--- config.mk ---
export PLATFORM = sky130hd
export DESIGN_NAME = garage_door_actuator_flat
export DESIGN_NICKNAME = d
export VERILOG_FILES = /design/src/rtl/garage_door_actuator_if.sv /design/src/rtl/garage_door_actuator.sv /design/src/flat_wrapper.sv
export SDC_FILE = /design/constraint.sdc
export NUM_CORES = 1
export LEC_CHECK = 0
export ABC_AREA = 1
export CAP_MARGIN = 20
export CORE_MARGIN = 2
export CORE_UTILIZATION = 50
export DETAILED_ROUTE_END_ITERATION = 10
export PLACE_DENSITY = 0.74
export SYNTH_ARGS = -nofsm -noshare
export SYNTH_HDL_FRONTEND = slang
export SYNTH_SLANG_ARGS = --single-unit
export TNS_END_PERCENT = 50
--- constraint.sdc ---
create_clock -name clk -period 1.6 [get_ports clk]
set_clock_uncertainty 0.2 [all_clocks]
set_input_delay 0.24 -clock clk [delete_from_list [all_inputs] [get_ports clk]]
set_output_delay 0.24 -clock clk [all_outputs]
set_load 0.02 [all_outputs]
--- src/rtl/garage_door_actuator_if.sv ---
// Door motor interface: the controller drives the motor command side,
// the actuator drives back the limit sensors and motion status.
interface garage_door_actuator_if #(
  parameter int unsigned POS_W = 8
);
  logic [1:0]       control;
  logic             obstruction;
  logic             fault_clr;
  logic             sensor1;
  logic             sensor2;
  logic [POS_W-1:0] position;
  logic             moving;
  logic             dir;
  logic             fault;

  modport master (
    output control, obstruction, fault_clr,
    input  sensor1, sensor2, position, moving, dir, fault
  );

  modport slave (
    input  control, obstruction, fault_clr,
    output sensor1, sensor2, position, moving, dir, fault
  );
endinterface

--- src/rtl/garage_door_actuator.sv ---
// Garage door motor/mechanism model: position counter with step prescaler,
// reversal dead-time and obstruction fault while closing.
module garage_door_actuator #(
  parameter int unsigned TRAVEL   = 100,
  parameter int unsigned STEP_DIV = 4,
  parameter int unsigned DEADTIME = 8,
  parameter int unsigned POS_W    = 8
) (
  input logic                   clk,
  input logic                   rst,
  garage_door_actuator_if.slave bus
);

  localparam int unsigned PW = (STEP_DIV > 1) ? $clog2(STEP_DIV) : 1;
  localparam int unsigned DW = $clog2(DEADTIME + 1);

  localparam logic [POS_W-1:0] TRAVEL_P   = POS_W'(TRAVEL);
  localparam logic [PW-1:0]    PRESC_LAST = PW'(STEP_DIV - 1);
  localparam logic [DW-1:0]    DEAD_LOAD  = DW'(DEADTIME);

  typedef enum logic [2:0] {
    ST_STOPPED,
    ST_MOVING_UP,
    ST_MOVING_DOWN,
    ST_DEAD,
    ST_FAULT
  } state_e;

  state_e           state_q, state_d;
  logic [POS_W-1:0] pos_q, pos_d;
  logic [PW-1:0]    presc_q, presc_d;
  logic [DW-1:0]    dead_q, dead_d;
  logic             dir_q, dir_d;

  logic up_req;
  logic dn_req;

  assign up_req = (bus.control == 2'b10);
  assign dn_req = (bus.control == 2'b11);

  always_comb begin
    state_d = state_q;
    pos_d   = pos_q;
    presc_d = presc_q;
    dead_d  = dead_q;
    dir_d   = dir_q;
    case (state_q)
      ST_STOPPED: begin
        if (up_req && (pos_q < TRAVEL_P)) begin
          state_d = ST_MOVING_UP;
          dir_d   = 1'b1;
          presc_d = '0;
        end else if (dn_req && (pos_q != '0)) begin
          state_d = ST_MOVING_DOWN;
          dir_d   = 1'b0;
          presc_d = '0;
        end
      end
      ST_MOVING_UP: begin
        // Command drop outranks a limit step landing on the same edge.
        if (!up_req) begin
          state_d = ST_DEAD;
          dead_d  = DEAD_LOAD;
        end else if (presc_q == PRESC_LAST) begin
          presc_d = '0;
          if (pos_q >= TRAVEL_P - 1'b1) begin
            pos_d   = TRAVEL_P;
            state_d = ST_DEAD;
            dead_d  = DEAD_LOAD;
          end else begin
            pos_d = pos_q + 1'b1;
          end
        end else begin
          presc_d = presc_q + 1'b1;
        end
      end
      ST_MOVING_DOWN: begin
        if (bus.obstruction) begin
          state_d = ST_FAULT;
        end else if (!dn_req) begin
          state_d = ST_DEAD;
          dead_d  = DEAD_LOAD;
        end else if (presc_q == PRESC_LAST) begin
          presc_d = '0;
          if (pos_q <= POS_W'(1)) begin
            pos_d   = '0;
            state_d = ST_DEAD;
            dead_d  = DEAD_LOAD;
          end else begin
            pos_d = pos_q - 1'b1;
          end
        end else begin
          presc_d = presc_q + 1'b1;
        end
      end
      ST_DEAD: begin
        if (dead_q <= DW'(1)) begin
          state_d = ST_STOPPED;
          dead_d  = '0;
        end else begin
          dead_d = dead_q - 1'b1;
        end
      end
      ST_FAULT: begin
        if (bus.fault_clr && !bus.obstruction) begin
          state_d = ST_DEAD;
          dead_d  = DEAD_LOAD;
        end
      end
      default: state_d = ST_STOPPED;
    endcase
  end

  always_ff @(posedge clk or posedge rst) begin
    if (rst) begin
      state_q <= ST_STOPPED;
      pos_q   <= '0;
      presc_q <= '0;
      dead_q  <= '0;
      dir_q   <= 1'b0;
    end else begin
      state_q <= state_d;
      pos_q   <= pos_d;
      presc_q <= presc_d;
      dead_q  <= dead_d;
      dir_q   <= dir_d;
    end
  end

  assign bus.position = pos_q;
  assign bus.sensor1  = (pos_q == TRAVEL_P);
  assign bus.sensor2  = (pos_q == '0);
  assign bus.moving   = (state_q == ST_MOVING_UP) || (state_q == ST_MOVING_DOWN);
  assign bus.dir      = dir_q;
  assign bus.fault    = (state_q == ST_FAULT);

endmodule

--- src/flat_wrapper.sv ---
// flat-port wrapper written by rule: the top's interface ports become plain ports
module garage_door_actuator_flat 
#(
  parameter int unsigned TRAVEL   = 100,
  parameter int unsigned STEP_DIV = 4,
  parameter int unsigned DEADTIME = 8,
  parameter int unsigned POS_W    = 8
)
  (clk, rst, bus_control, bus_obstruction, bus_fault_clr, bus_sensor1, bus_sensor2, bus_position, bus_moving, bus_dir, bus_fault);
  garage_door_actuator_if #(.POS_W(POS_W)) bus_i ();
  input logic clk;
  input logic rst;
  input wire logic [$bits(bus_i.control)-1:0] bus_control;
  input wire logic [$bits(bus_i.obstruction)-1:0] bus_obstruction;
  input wire logic [$bits(bus_i.fault_clr)-1:0] bus_fault_clr;
  output wire logic [$bits(bus_i.sensor1)-1:0] bus_sensor1;
  output wire logic [$bits(bus_i.sensor2)-1:0] bus_sensor2;
  output wire logic [$bits(bus_i.position)-1:0] bus_position;
  output wire logic [$bits(bus_i.moving)-1:0] bus_moving;
  output wire logic [$bits(bus_i.dir)-1:0] bus_dir;
  output wire logic [$bits(bus_i.fault)-1:0] bus_fault;
  assign bus_i.control = bus_control;
  assign bus_i.obstruction = bus_obstruction;
  assign bus_i.fault_clr = bus_fault_clr;
  assign bus_sensor1 = bus_i.sensor1;
  assign bus_sensor2 = bus_i.sensor2;
  assign bus_position = bus_i.position;
  assign bus_moving = bus_i.moving;
  assign bus_dir = bus_i.dir;
  assign bus_fault = bus_i.fault;
  garage_door_actuator #(.TRAVEL(TRAVEL), .STEP_DIV(STEP_DIV), .DEADTIME(DEADTIME), .POS_W(POS_W)) u_core (.clk(clk), .rst(rst), .bus(bus_i));
endmodule
==> results.json <==
{
  "placed_cell_area_sq_um": 2050,
  "first_pass_iters": 4,
  "detail-route-antenna-nets": 0,
  "cp-endpoint": "u_core.dead_q[2]",
  "peakVddDrop_mv": 1.72,
  "cts_tree": "built",
  "ys_types": 25,
  "cp.required_ps": 1610,
  "clkLatencyLatePin_ps": 320,
  "drive_gt1_share_pct": 47.4,
  "critical_path_class": "flip-flop to flip-flop",
  "path_max_fanout": 4,
  "vias_per_cell": 5.49,
  "antenna_cells": 0,
  "grt_use_total_pct": 27.7,
  "gp_congestion": 0.963,
  "hold_viol": 0,
  "dp_hpwl_microns": 3180,
  "yosys_warnings": 0,
  "synth_top_area_share_pct": 30.5,
  "final_cell_count_no_fill": 320,
  "ys_ff_latch": 18,
  "async_reset_ff_share_pct": 100,
  "antenna_found_initial": 0,
  "dieArea_sq_um": 3400,
  "period_share_pct": 116,
  "timing.final.ws_setup_ps": -259,
  "remaining_drc_errors": 0,
  "clkSlewWorstSetupHoldPaths_ps": 120,
  "powerDensity_nw_per_um2": 2080,
  "die_h_microns": 58.3,
  "die-width_microns": 58.3,
  "clock_sinks": 18,
  "grt_overflow": 0,
  "syn_nets": 229,
  "ctsHoldBuffers": 0,
  "fmax_mhz": 538,
  "r2r_slack_ps": -260,
  "cp-startpoint": "u_core.bus.position[4]",
  "r2r-start": "u_core.bus.position[4]",
  "ys.flop_type": "dfrtp_1",
  "wl_per_cell_microns": 15.1,
  "cp-start-kind": "flip-flop",
  "syn2layout_area_growth_pct": 61.4,
  "relSlewSlack_pct": 79.6,
  "period_needed_ps": 1860,
  "rows": 19,
  "synth_most_common_cell": "nand2_1",
  "start_util_pct": 53.0,
  "cap_violations": 0,
  "fill_cells": 159,
  "worstPathArrival_ps": 1870,
  "endpoint_kind": "flip-flop",
  "design_area_sq_um": 2380,
  "seqCellArea_sq_um": 457,
  "pre_cts_slack_ps": -396,
  "failed_checks": "negative setup slack",
  "ios": 19,
  "syn-cell-area_sq_um": 1480,
  "hold_path.class": "primary input to async pin",
  "synth-edff-count": 0,
  "p_leak_uw": 0.00116,
  "grt_pass1_wl_microns": 7310,
  "vias": 1757,
  "wl_microns": 4820,
  "yosysSeqAreaShare_pct": 30.5,
  "yosysTopAreaCell": "dfrtp_1",
  "tightest_slew_ps": 306,
  "drv_slew": 0,
  "avgSynthCellArea_sq_um": 6.83,
  "grt_pass1_vias": 1618,
  "synthTopCellsByCount": "63 x nand2_1, 27 x inv_1, 22 x nand3_1",
  "place.port_buffers": 18,
  "status": "complete, but fails checks",
  "core_sq_um": 2780,
  "setup_viol": 20,
  "multiInputGateArea_sq_um": 1160,
  "nNetsFinal": 303,
  "rsz0062_at_grt": "yes",
  "yosys-top-cells-area": "dfrtp_1 31%, nand2_1 16%, nand3_1 7.5%, inv_1 6.9%, ha_1 5.9%",
  "placedCellCount": 306,
  "clock_tree.buffer_depth": 2,
  "timing.hold.ws_ps": 30.4,
  "cts.htree.levels": 1,
  "regToRegEndpoint": "u_core.dead_q[2]",
  "cts_inserted_buffers": 3,
  "grt_max_degree": 19,
  "root_buffer": "clkbuf_4",
  "r2r.worst_path.cells": 9,
  "synth_cells": 216,
  "drtIter0Drc": 112
}
==> routing by layer <==
| metal | global-route usage, % | up-vias | share of wire (%) |
|---|---|---|---|
| met1 | 38.0 | 841 | 44 |
| met4 | 11.0 | 0 | 2.0 |
| met2 | 43.7 | 66 | 48 |
| met5 | 0 | - | 0 |
| li1 | - | 841 | - |
| met3 | 4.62 | 9 | 5.5 |
==> per-stage QoR <==
stage / TNS, ps / utilization [%] / total power (uW)
4_1_cts: -2240 / 78.3 / 4320
3_5_place_dp: -5420 / 73.6 / 3820
6_report: -3180 / 85.6 / 4940
2_1_floorplan: -49.4 / - / 2550
5_1_grt: -4590 / 85.6 / 5290
3_3_place_gp: -4610 / 73.6 / 3700
==> worst min-delay path by stage <==
| stage | end | startpoint | cells past startpoint |
|---|---|---|---|
| after floorplan | u_core.bus.dir | rst | 1 |
| after detailed placement | u_core.bus.dir | u_core.bus.dir | 2 |
| after global placement | u_core.presc_q[1] | u_core.presc_q[1] | 2 |
| after CTS | u_core.bus.position[3] | rst | 3 |
| final | u_core.bus.position[3] | rst | 3 |
| after global routing | u_core.bus.position[3] | rst | 3 |
==> registers in the layout (all words and copies together) (netlist names) <==
register and flops:
u_core.bus.position 8, u_core.state_q 3, u_core.dead_q 4, u_core.presc_q 2
u_core.bus.dir 1
==> cell type report <==
cell class / instances / share of cell area [%]
clock buffers: 4 / 1.52
multi-input cells: 168 / 48.6
well taps: 31 / 1.63
flip-flops and latches: 18 / 19.2
repair buffers: 71 / 24.3
inverters: 28 / 4.73
==> timing repair <==
item,4_1_cts,5_1_grt
resized for setup,76,55
endpoints found under the setup margin,29,26
pin swaps,5,13
setup buffers,2,7
cloned,0,1
==> kinds of logic (layout without fill, tap and decap cells) <==
| logic type | Yosys count | count (layout) | share of synthesized area [%] |
|---|---|---|---|
| fa+ha+maj | 7 | 7 | 5.94 |
| compound gates | 28 | 28 | 11.2 |
| flops | 18 | 18 | 30.5 |
| buf+inv | 31 | 103 | 8.57 |
| simple gates | 123 | 124 | 38.4 |
| xor+xnor | 9 | 9 | 5.34 |
==> power by group <==
part / total [uW] / switching [uW] / leakage (uW) / internal, uW
clock network: 303 / 164 / 0.0000210 / 139
registers: 858 / 208 / 0.000216 / 650
logic: 3780 / 2110 / 0.000922 / 1670
total: 4940 / 2480 / 0.00116 / 2460
==> worst max-delay path, stage by stage (launching register included) <==
cell and delay (ps):
dfrtp_1 460, nor2_1 180, nand2_1 90, buf_4 160, inv_1 110, nand3_2 120
a21oi_2 200, nand2_2 110, nand2_1 70, nand2_1 50
==> placed cells by master (no fill, tap or decap), types with 2 or more instances in the layout <==
master	netlist	layout
dlygate4sd2_1	0	2
nand4_1	4	4
nand2_4	2	3
nor2_1	19	13
o21ai_2	5	7
ha_4	0	4
clkbuf_4	0	3
o21ai_0	14	3
inv_1	27	17
dfrtp_2	0	5
nand2_2	3	14
inv_4	0	3
nand3_2	2	3
buf_6	1	13
nand2_1	63	51
a21oi_2	0	2
clkdlybuf4s50_1	0	5
dfrtp_1	18	13
o21ai_1	0	9
xor2_1	8	8
nor2_4	3	7
inv_2	1	8
ha_1	7	3
nand3_4	0	6
buf_2	2	5
nor3_1	2	2
a21oi_1	6	3
nand3_1	22	15
buf_4	0	44
nor2_2	0	3
clkbuf_2	0	2
Power figures use the tool's default switching activity.
